<file path="config.mk">
export PLATFORM = sky130hd
export DESIGN_NAME = i2s_sample_tx
export DESIGN_NICKNAME = d
export VERILOG_FILES = /design/src/rtl/i2s_sample_tx.sv
export SDC_FILE = /design/constraint.sdc
export NUM_CORES = 1
export LEC_CHECK = 0
export ABC_AREA = 1
export CORE_ASPECT_RATIO = 1.2
export CORE_UTILIZATION = 60
export CTS_BUF_LIST = sky130_fd_sc_hd__clkbuf_8
export DETAILED_ROUTE_END_ITERATION = 8
export GPL_ROUTABILITY_DRIVEN = 1
export HOLD_SLACK_MARGIN = 0.06
export PLACE_DENSITY = 0.79
export SLEW_MARGIN = 20
export SYNTH_ARGS = -nofsm -noshare
export SYNTH_HDL_FRONTEND = slang
export SYNTH_SLANG_ARGS = --single-unit
</file>
<file path="constraint.sdc">
create_clock -name clk_clk -period 5.5 [get_ports clk_clk]
set_input_delay 0.825 -clock clk_clk [delete_from_list [all_inputs] [get_ports clk_clk]]
set_output_delay 0.825 -clock clk_clk [all_outputs]
set_load 0.05 [all_outputs]
</file>
<file path="src/rtl/i2s_sample_tx.sv">
// i2s_sample_tx
// Output stage of the synth. Stereo PCM pairs come in through a valid/ready
// handshake, wait in a small FIFO, and are sent to the codec DAC as Philips
// I2S. Each channel goes out MSB-first in a 32-bit slot, padded with zeros.
// BCLK and LRCLK are derived from clk_clk.
//
// Parameters:
//   DATA_W     - sample width per channel (8..32)
//   FIFO_DEPTH - sample-pair FIFO entries (power of two, >= 2)
//   BCLK_DIV   - clk_clk cycles per BCLK period (even, >= 2)
//
// Ports:
//   clk_clk        in   I2S clock; all logic runs on the rising edge
//   reset_reset_n  in   asynchronous active-low reset
//   enable         in   run request; sampled in IDLE and at frame wrap
//   s_left/s_right in   two's complement sample pair
//   s_valid        in   sample pair valid
//   s_ready        out  FIFO can accept a pair
//   i2s_bclk       out  bit clock
//   i2s_lrclk      out  word select (0 = left, 1 = right)
//   i2s_dout       out  serial data
//   fifo_level     out  occupied FIFO entries
//   underflow_cnt  out  frames started with an empty FIFO (saturating)
//
// Build option:
//   I2S_UNDERFLOW_HOLD_EN - when defined, an underflow frame repeats the last
//   popped pair. When undefined, an underflow frame sends all-zero slots.

module i2s_sample_tx #(
  parameter int DATA_W     = 16,
  parameter int FIFO_DEPTH = 8,
  parameter int BCLK_DIV   = 4
) (
  input  logic                          clk_clk,
  input  logic                          reset_reset_n,
  input  logic                          enable,
  input  logic [DATA_W-1:0]             s_left,
  input  logic [DATA_W-1:0]             s_right,
  input  logic                          s_valid,
  output logic                          s_ready,
  output logic                          i2s_bclk,
  output logic                          i2s_lrclk,
  output logic                          i2s_dout,
  output logic [$clog2(FIFO_DEPTH):0]   fifo_level,
  output logic [15:0]                   underflow_cnt
);

  localparam int PTR_W = $clog2(FIFO_DEPTH);
  localparam int LVL_W = PTR_W + 1;
  localparam int DIV_W = $clog2(BCLK_DIV);
  localparam logic [DIV_W-1:0] DIV_LAST = DIV_W'(BCLK_DIV - 1);
  localparam logic [DIV_W-1:0] DIV_HALF = DIV_W'(BCLK_DIV / 2);
  localparam logic [LVL_W-1:0] LVL_FULL = LVL_W'(FIFO_DEPTH);

  typedef enum logic [1:0] {ST_IDLE, ST_START, ST_RUN} state_t;

  // FIFO storage, one {left, right} pair per entry
  logic [2*DATA_W-1:0] mem [FIFO_DEPTH];
  logic [PTR_W-1:0]    wr_ptr_reg;
  logic [PTR_W-1:0]    rd_ptr_reg;
  logic [LVL_W-1:0]    level_reg;
  logic [LVL_W-1:0]    level_next;
  logic                ready_reg;

  state_t              state_reg;
  logic [DIV_W-1:0]    div_reg;
  logic [DIV_W-1:0]    div_next;
  logic [5:0]          bit_cnt_reg;
  logic [5:0]          bit_cnt_next;
  logic [63:0]         shift_reg;
  logic                bclk_reg;
  logic                lrclk_reg;
  logic                dout_reg;
  logic [15:0]         uflow_reg;

  logic                push;
  logic                pop;
  logic                bit_tick;
  logic                frame_wrap;
  logic                frame_start;
  logic [2*DATA_W-1:0] head_pair;
  logic [2*DATA_W-1:0] src_pair;
  logic [31:0]         slot_word [2];
  logic [63:0]         frame_word;

  // The head entry is read combinationally. The shift register captures it
  // at frame start, so a pair written one cycle before a frame start is
  // still sent in that frame.
  assign head_pair = mem[rd_ptr_reg];

`ifdef I2S_UNDERFLOW_HOLD_EN
  logic [2*DATA_W-1:0] last_pair_reg;

  always_ff @(posedge clk_clk or negedge reset_reset_n) begin
    if (!reset_reset_n) begin
      last_pair_reg <= '0;
    end else if (pop) begin
      last_pair_reg <= head_pair;
    end
  end

  assign src_pair = pop ? head_pair : last_pair_reg;
`else
  assign src_pair = pop ? head_pair : '0;
`endif

  // Left-justify each channel into its 32-bit slot (gi = 1 is left, gi = 0 is right).
  generate
    for (genvar gi = 0; gi < 2; gi++) begin : g_slot
      assign slot_word[gi] = 32'(src_pair[gi*DATA_W +: DATA_W]) << (32 - DATA_W);
    end
  endgenerate

  assign frame_word = {slot_word[1], slot_word[0]};

  always_comb begin
    push         = s_valid && ready_reg;
    bit_tick     = (state_reg == ST_RUN) && (div_reg == DIV_LAST);
    frame_wrap   = bit_tick && (bit_cnt_reg == 6'd63);
    frame_start  = (state_reg == ST_START) || (frame_wrap && enable);
    pop          = frame_start && (level_reg != '0);
    div_next     = (div_reg == DIV_LAST) ? '0 : div_reg + DIV_W'(1);
    bit_cnt_next = bit_cnt_reg + 6'd1;
    level_next   = level_reg;
    if (push && !pop) begin
      level_next = level_reg + LVL_W'(1);
    end else if (pop && !push) begin
      level_next = level_reg - LVL_W'(1);
    end
  end

  // The memory array is not reset. Resetting the pointers is enough to
  // discard its contents.
  always_ff @(posedge clk_clk) begin
    if (push) begin
      mem[wr_ptr_reg] <= {s_left, s_right};
    end
  end

  always_ff @(posedge clk_clk or negedge reset_reset_n) begin
    if (!reset_reset_n) begin
      wr_ptr_reg  <= '0;
      rd_ptr_reg  <= '0;
      level_reg   <= '0;
      ready_reg   <= 1'b1;
      state_reg   <= ST_IDLE;
      div_reg     <= '0;
      bit_cnt_reg <= '0;
      shift_reg   <= '0;
      bclk_reg    <= 1'b0;
      lrclk_reg   <= 1'b1;
      dout_reg    <= 1'b0;
      uflow_reg   <= '0;
    end else begin
      level_reg <= level_next;
      // Ready follows the updated level, so the cycle of the last accepted
      // push already blocks a further push.
      ready_reg <= (level_next < LVL_FULL);
      if (push) begin
        wr_ptr_reg <= wr_ptr_reg + PTR_W'(1);
      end
      if (pop) begin
        rd_ptr_reg <= rd_ptr_reg + PTR_W'(1);
      end
      if (frame_start && !pop && (uflow_reg != 16'hFFFF)) begin
        uflow_reg <= uflow_reg + 16'd1;
      end

      case (state_reg)
        ST_IDLE: begin
          bclk_reg    <= 1'b0;
          lrclk_reg   <= 1'b1;
          dout_reg    <= 1'b0;
          div_reg     <= '0;
          bit_cnt_reg <= '0;
          if (enable) begin
            state_reg <= ST_START;
          end
        end
        ST_START: begin
          bclk_reg    <= 1'b0;
          lrclk_reg   <= 1'b0;
          dout_reg    <= 1'b0;
          div_reg     <= '0;
          bit_cnt_reg <= '0;
          shift_reg   <= frame_word;
          state_reg   <= ST_RUN;
        end
        ST_RUN: begin
          div_reg  <= div_next;
          bclk_reg <= (div_next >= DIV_HALF);
          if (bit_tick) begin
            bit_cnt_reg <= bit_cnt_next;
            if (frame_wrap && !enable) begin
              state_reg <= ST_IDLE;
              lrclk_reg <= 1'b1;
              dout_reg  <= 1'b0;
            end else begin
              // DOUT is one BCLK behind the slot position. Bit k of the frame
              // carries slot bit k-1, and bit 0 carries the last bit of the
              // previous frame.
              lrclk_reg <= bit_cnt_next[5];
              dout_reg  <= shift_reg[63];
              shift_reg <= frame_start ? frame_word : {shift_reg[62:0], 1'b0};
            end
          end
        end
        default: begin
          state_reg <= ST_IDLE;
        end
      endcase
    end
  end

  assign s_ready       = ready_reg;
  assign i2s_bclk      = bclk_reg;
  assign i2s_lrclk     = lrclk_reg;
  assign i2s_dout      = dout_reg;
  assign fifo_level    = level_reg;
  assign underflow_cnt = uflow_reg;

endmodule

</file>
# Word-level counts from Yosys, hierarchy flattened
# Memory sizes are Yosys's and may differ from the RTL's.
# Cells that the tools add are included.
# word_totals
inputBits,36
out_inout_bits,24
mem_count,1
register_bits,104
wordCells,79
mem_bits_rw,256
# mem_list
name,words,width,rd,rd_clocked_by_memory_dff,wr,line,source
mem,8,32,1,0,1,58,logic [2*DATA_W-1:0] mem [FIFO_DEPTH];
# classes
n_eq_ne,9
muxes,24
order_cmp,2
n_reduce_logical,24
addsub,7
# op_table
op,n
2-to-1 mux 64 bit,3
case mux 64 bit (2 select lines),1
2-to-1 mux 32 bit,1
"adder 16 x 1 -> 16 bit, second input constant",1
"!= test 16 bit, second input constant",1
case mux 6 bit (2 select lines),1
logical AND 1 bit,10
2-to-1 mux 2 bit,4
2-to-1 mux 4 bit,2
"adder 3 x 1 -> 3 bit, second input constant",2
"adder 6 x 1 -> 6 bit, second input constant",1
"== test 6 bit, second input constant",1
2-to-1 mux 1 bit,6
2-to-1 mux 6 bit,1
"!= test 2 bit, second input constant",3
case mux 2 bit (3 select lines),1
AND reduction 3 bit,2
"adder 4 x 1 -> 4 bit, second input constant",1
"== test 2 bit, second input constant",2
"< comparator 4 bit, second input constant",1
case mux 1 bit (2 select lines),2
case mux 2 bit (2 select lines),1
AND reduction 2 bit,2
nonzero test 2 bit,2
12 further kinds,14

# Depth between registers and ports, before layout
# logic_depth
word_depth,11
ltp_mapped,14
mapped_depth_nobuf,13

# Worst setup path before layout
# OpenSTA, ideal clock, no wires.
# synth_timing
path_kind,input to register
start,in s_valid
end,"mem mem[0][0] (netlist bit), enable pin"
n_path_buf,0
setup_time_ns,0.421
arrival_time_ns,2.604
path_stages,3
setup_slack_ns,2.475
path_cell_list,nand2_1 or2_2 nor2_1
# synth_between
elab_chain_len,3
# synth_lines
item,line,source
"start, declared",39,"input logic s_valid,"
logical AND 1 bit,117,push = s_valid && ready_reg;
2-to-1 mux 1 bit,135,if (push) begin
2-to-1 mux 1 bit (implied by the code),136,"mem[wr_ptr_reg] <= {s_left, s_right};"
"end, declared",58,
# Every way passes these cells.

# Worst setup path after layout
# layout_timing
start,reg state_reg[0]
end,reg shift_reg[19]
# layout_between
elab_chain_len,11
word_cells_on_any_way,17
# layout_lines
item,line,source
"start, declared",65,state_t state_reg;
"start signal, assigned",146,state_reg <= ST_IDLE;
"start signal, assigned",177,state_reg <= ST_START;
"start signal, assigned",187,state_reg <= ST_RUN;
== test 2 bit,"118, 169",
logical AND 1 bit,118,bit_tick = (state_reg == ST_RUN) && (div_reg == DIV_LAST);
logical AND 1 bit,119,frame_wrap = bit_tick && (bit_cnt_reg == 6'd63);
logical AND 1 bit,120,frame_start = (state_reg == ST_START) || (frame_wrap && enable);
logical OR 1 bit,120,
logical AND 1 bit,121,pop = frame_start && (level_reg != '0);
2-to-1 mux 32 bit,104,assign src_pair = pop ? head_pair : '0;
2-to-1 mux 64 bit,204,"shift_reg <= frame_start ? frame_word : {shift_reg[62:0], 1'b0};"
2-to-1 mux 64 bit,194,if (frame_wrap && !enable) begin
2-to-1 mux 64 bit,192,if (bit_tick) begin
case mux 64 bit (2 select lines),169,case (state_reg)
"end signal, assigned",186,shift_reg <= frame_word;
"end signal, assigned",204,
"end, declared",70,logic [63:0] shift_reg;
# Parallel ways exist; a longest one is shown, timed or not. The select of a mux whose other input is x is not followed.
# A chain may end at the register's enable or synchronous reset.

==> metrics.txt <==
status=completed; final hold violation count=0; reg2reg setup slack=2.16 ns; number of global-route vias before repair=10,140; FF+latch count, synth=343; H-tree depth=2; clock root buffer=clkbuf_8; Peak VDD IR=0.3044 mV; Startpoint Class=register; hold slack=0.1242 ns; Post-DP Area=0.01570 mm²; GR Overflow Total=0; r2r endpoint=shift_reg[19]$_DFFE_PN0P_; Tcrit/Tclk final=0.6069; Inserted Diodes=0; final WL=30,440 µm; critical path type=register to register; Leak=0.007065 µW; register area share after synthesis=0.6649; quantity of gates resized following cts=0; Total GRT Usage=0.2478; worst slew pin tran=1.029 ns; Clk pin slew, worst setup/hold paths=0.06 ns; post-synth cell types=39; Post-Layout Cell Count=1,913; arrival time at the worst endpoint=3.80 ns; largest net degree at the start of global routing=88; average cell area after synthesis=9.953 µm²; chip height=174.3 µm; layout cells sized above 1=0.07407; placed cell count=1,818; r2r worst-path depth=9; Highest Clock Rate=299.6 MHz; gpl congestion=0.8350; DRC=0; fin area=0.01670 mm²; total CTS buffers=52; I/O pins=60; worst skew pair latency=0.59 ns; Core Region=0.02413 mm²; Final Skew=0.02361 ns; Relative slew margins=0.3132; CTS tree=yes; clock tree buffer depth=3; post-route ant nets=0; Die X=145.6 µm; synth warn=0; initial core utilization=0.6151; PwrDens=515.1 mW/mm²; Synth area leader=edfxtp_1; Post-Syn Area=0.01484 mm²; Reg-to-Reg Start=state_reg[0]$_DFFE_PN0P_; Post-synth EDFFs=256; WL per Instance=15.91 µm; most frequent cell after synthesis=nand2_1; Detailed Route Iter0 Violations=790; Hold Path Class=input pin to asynchronous set/reset pin; FP Rows=62; Avg Vias per Cell=5.406; setup violators final=0; Post-synth top flop=edfxtp_1; synth cell count leaders=575 x nand2_1, 256 x edfxtp_1, 184 x nand3_1; postcts setup bufs=0; max-slew violation total from the final report=0; cells after synthesis=1,491; drt pass-1 iters=5; PortBufs=59; hold buffers post-CTS=0; syn_nets=1,536; post-synth top area share=0.5180; clock sinks=343; FILL cells=1,778; first-pass GRT wire length=49,460 µm; area of the die=0.02537 mm²; TNS Setup=0 ns; worst path required time=5.96 ns; Area contributors post-synth=edfxtp_1 52%, nand2_1 15%, dfrtp_1 14%, nand3_1 6.2%, nor2_1 2.9%; fin util=0.6921; CP Max Fanout=50; Crit. End Element=register; initial antenna violation count=0; dpl hpwl=16,420 µm; Nets=1,597; Layout area overhead=12.51%; Largest register FFs=256; Vias=10,340; max cap viols=0; final worst path period need=3.338 ns; RSZ-0062 raised after global routing=false; async set-or-reset flop fraction in the synthesized netlist=0.2536
[worst max path at each step]
stage	endpoint	cells after the start	startpoint	slack (ns)
CTS	shift_reg[31]$_DFFE_PN0P_	9	state_reg[0]$_DFFE_PN0P_	2.17
global placement	shift_reg[30]$_DFFE_PN0P_	8	enable	1.79
finish	shift_reg[19]$_DFFE_PN0P_	9	state_reg[0]$_DFFE_PN0P_	2.16
global route	shift_reg[26]$_DFFE_PN0P_	9	state_reg[0]$_DFFE_PN0P_	1.82
floorplan	mem[0][0]$_DFFE_PP_	3	s_valid	2.47
detailed placement	shift_reg[31]$_DFFE_PN0P_	8	enable	1.70
[cell families (layout without fill, tap and decap cells)]
family          count (synthesis)  count (layout)  synth area share
flops                         343             343            0.6649
buf+inv                       174             276           0.04822
compound gates                 50              50           0.02099
fa+ha+maj                       9               9          0.007588
simple gates                  898             898            0.2483
xor+xnor                       17              17           0.01003
[power by group]
group	internal (µW)	switching, µW	total [µW]
clock	1030	948	1980
combinational	888	2160	3050
sequential	3330	249	3580
total	5240	3360	8600
[critical path, cell delays in order, from the launching register on]
cell	delay, ns
dfrtp_1	0.42
inv_2	0.07
nand2_2	0.10
inv_2	0.26
nand2_1	0.24
nand3_2	0.81
inv_2	0.97
nand2_1	0.11
nor2_1	0.14
nor2_1	0.05
[metal layers]
metal  up-vias  global-route usage  share of wire
met5         -                   0              0
met4         0              0.1101          0.035
met3        95             0.03648          0.052
met2       321              0.4383           0.50
met1      4915              0.3021           0.41
li1       5010                   -              -
[placed cells by master (no fill, tap or decap), types with 2 or more instances in the layout]
cell type,instances
dfstp_2,2
ha_1,9
o211ai_1,3
xor2_1,10
o21ai_0,27
nor2_1,107
clkinv_1,8
nand3b_1,3
nand2_2,2
nor3_1,7
clkinv_2,6
nand3_2,2
xnor2_1,7
nor2_4,9
nand4_1,2
edfxtp_1,256
inv_1,118
dfrtp_1,83
or2_2,2
buf_4,18
clkbuf_8,59
o31ai_1,8
nand3_1,184
clkdlybuf4s50_1,58
inv_2,5
nand2_1,575
a21oi_1,4
nor2_2,2
a31oi_1,2
[stage by stage]
step | setup slack [ns] | total power (µW)
2_1_floorplan | 2.475 | 5828
3_3_place_gp | 1.790 | 6551
3_5_place_dp | 1.702 | 6659
4_1_cts | 2.168 | 8647
5_1_grt | 1.820 | 9169
6_report | 2.162 | 8601
[layout make-up]
class / instances / area, µm² / area share
timing repair buffer: 76 / 715.7 / 0.04286
clock inverter: 36 / 183.9 / 0.01102
inverter: 105 / 395.4 / 0.02368
multi-input combinational: 974 / 4318 / 0.2586
clock buffer: 59 / 812.0 / 0.04863
sequential: 343 / 9872 / 0.5912
tap: 320 / 400.4 / 0.02398
(Power assumes the default switching activity.)
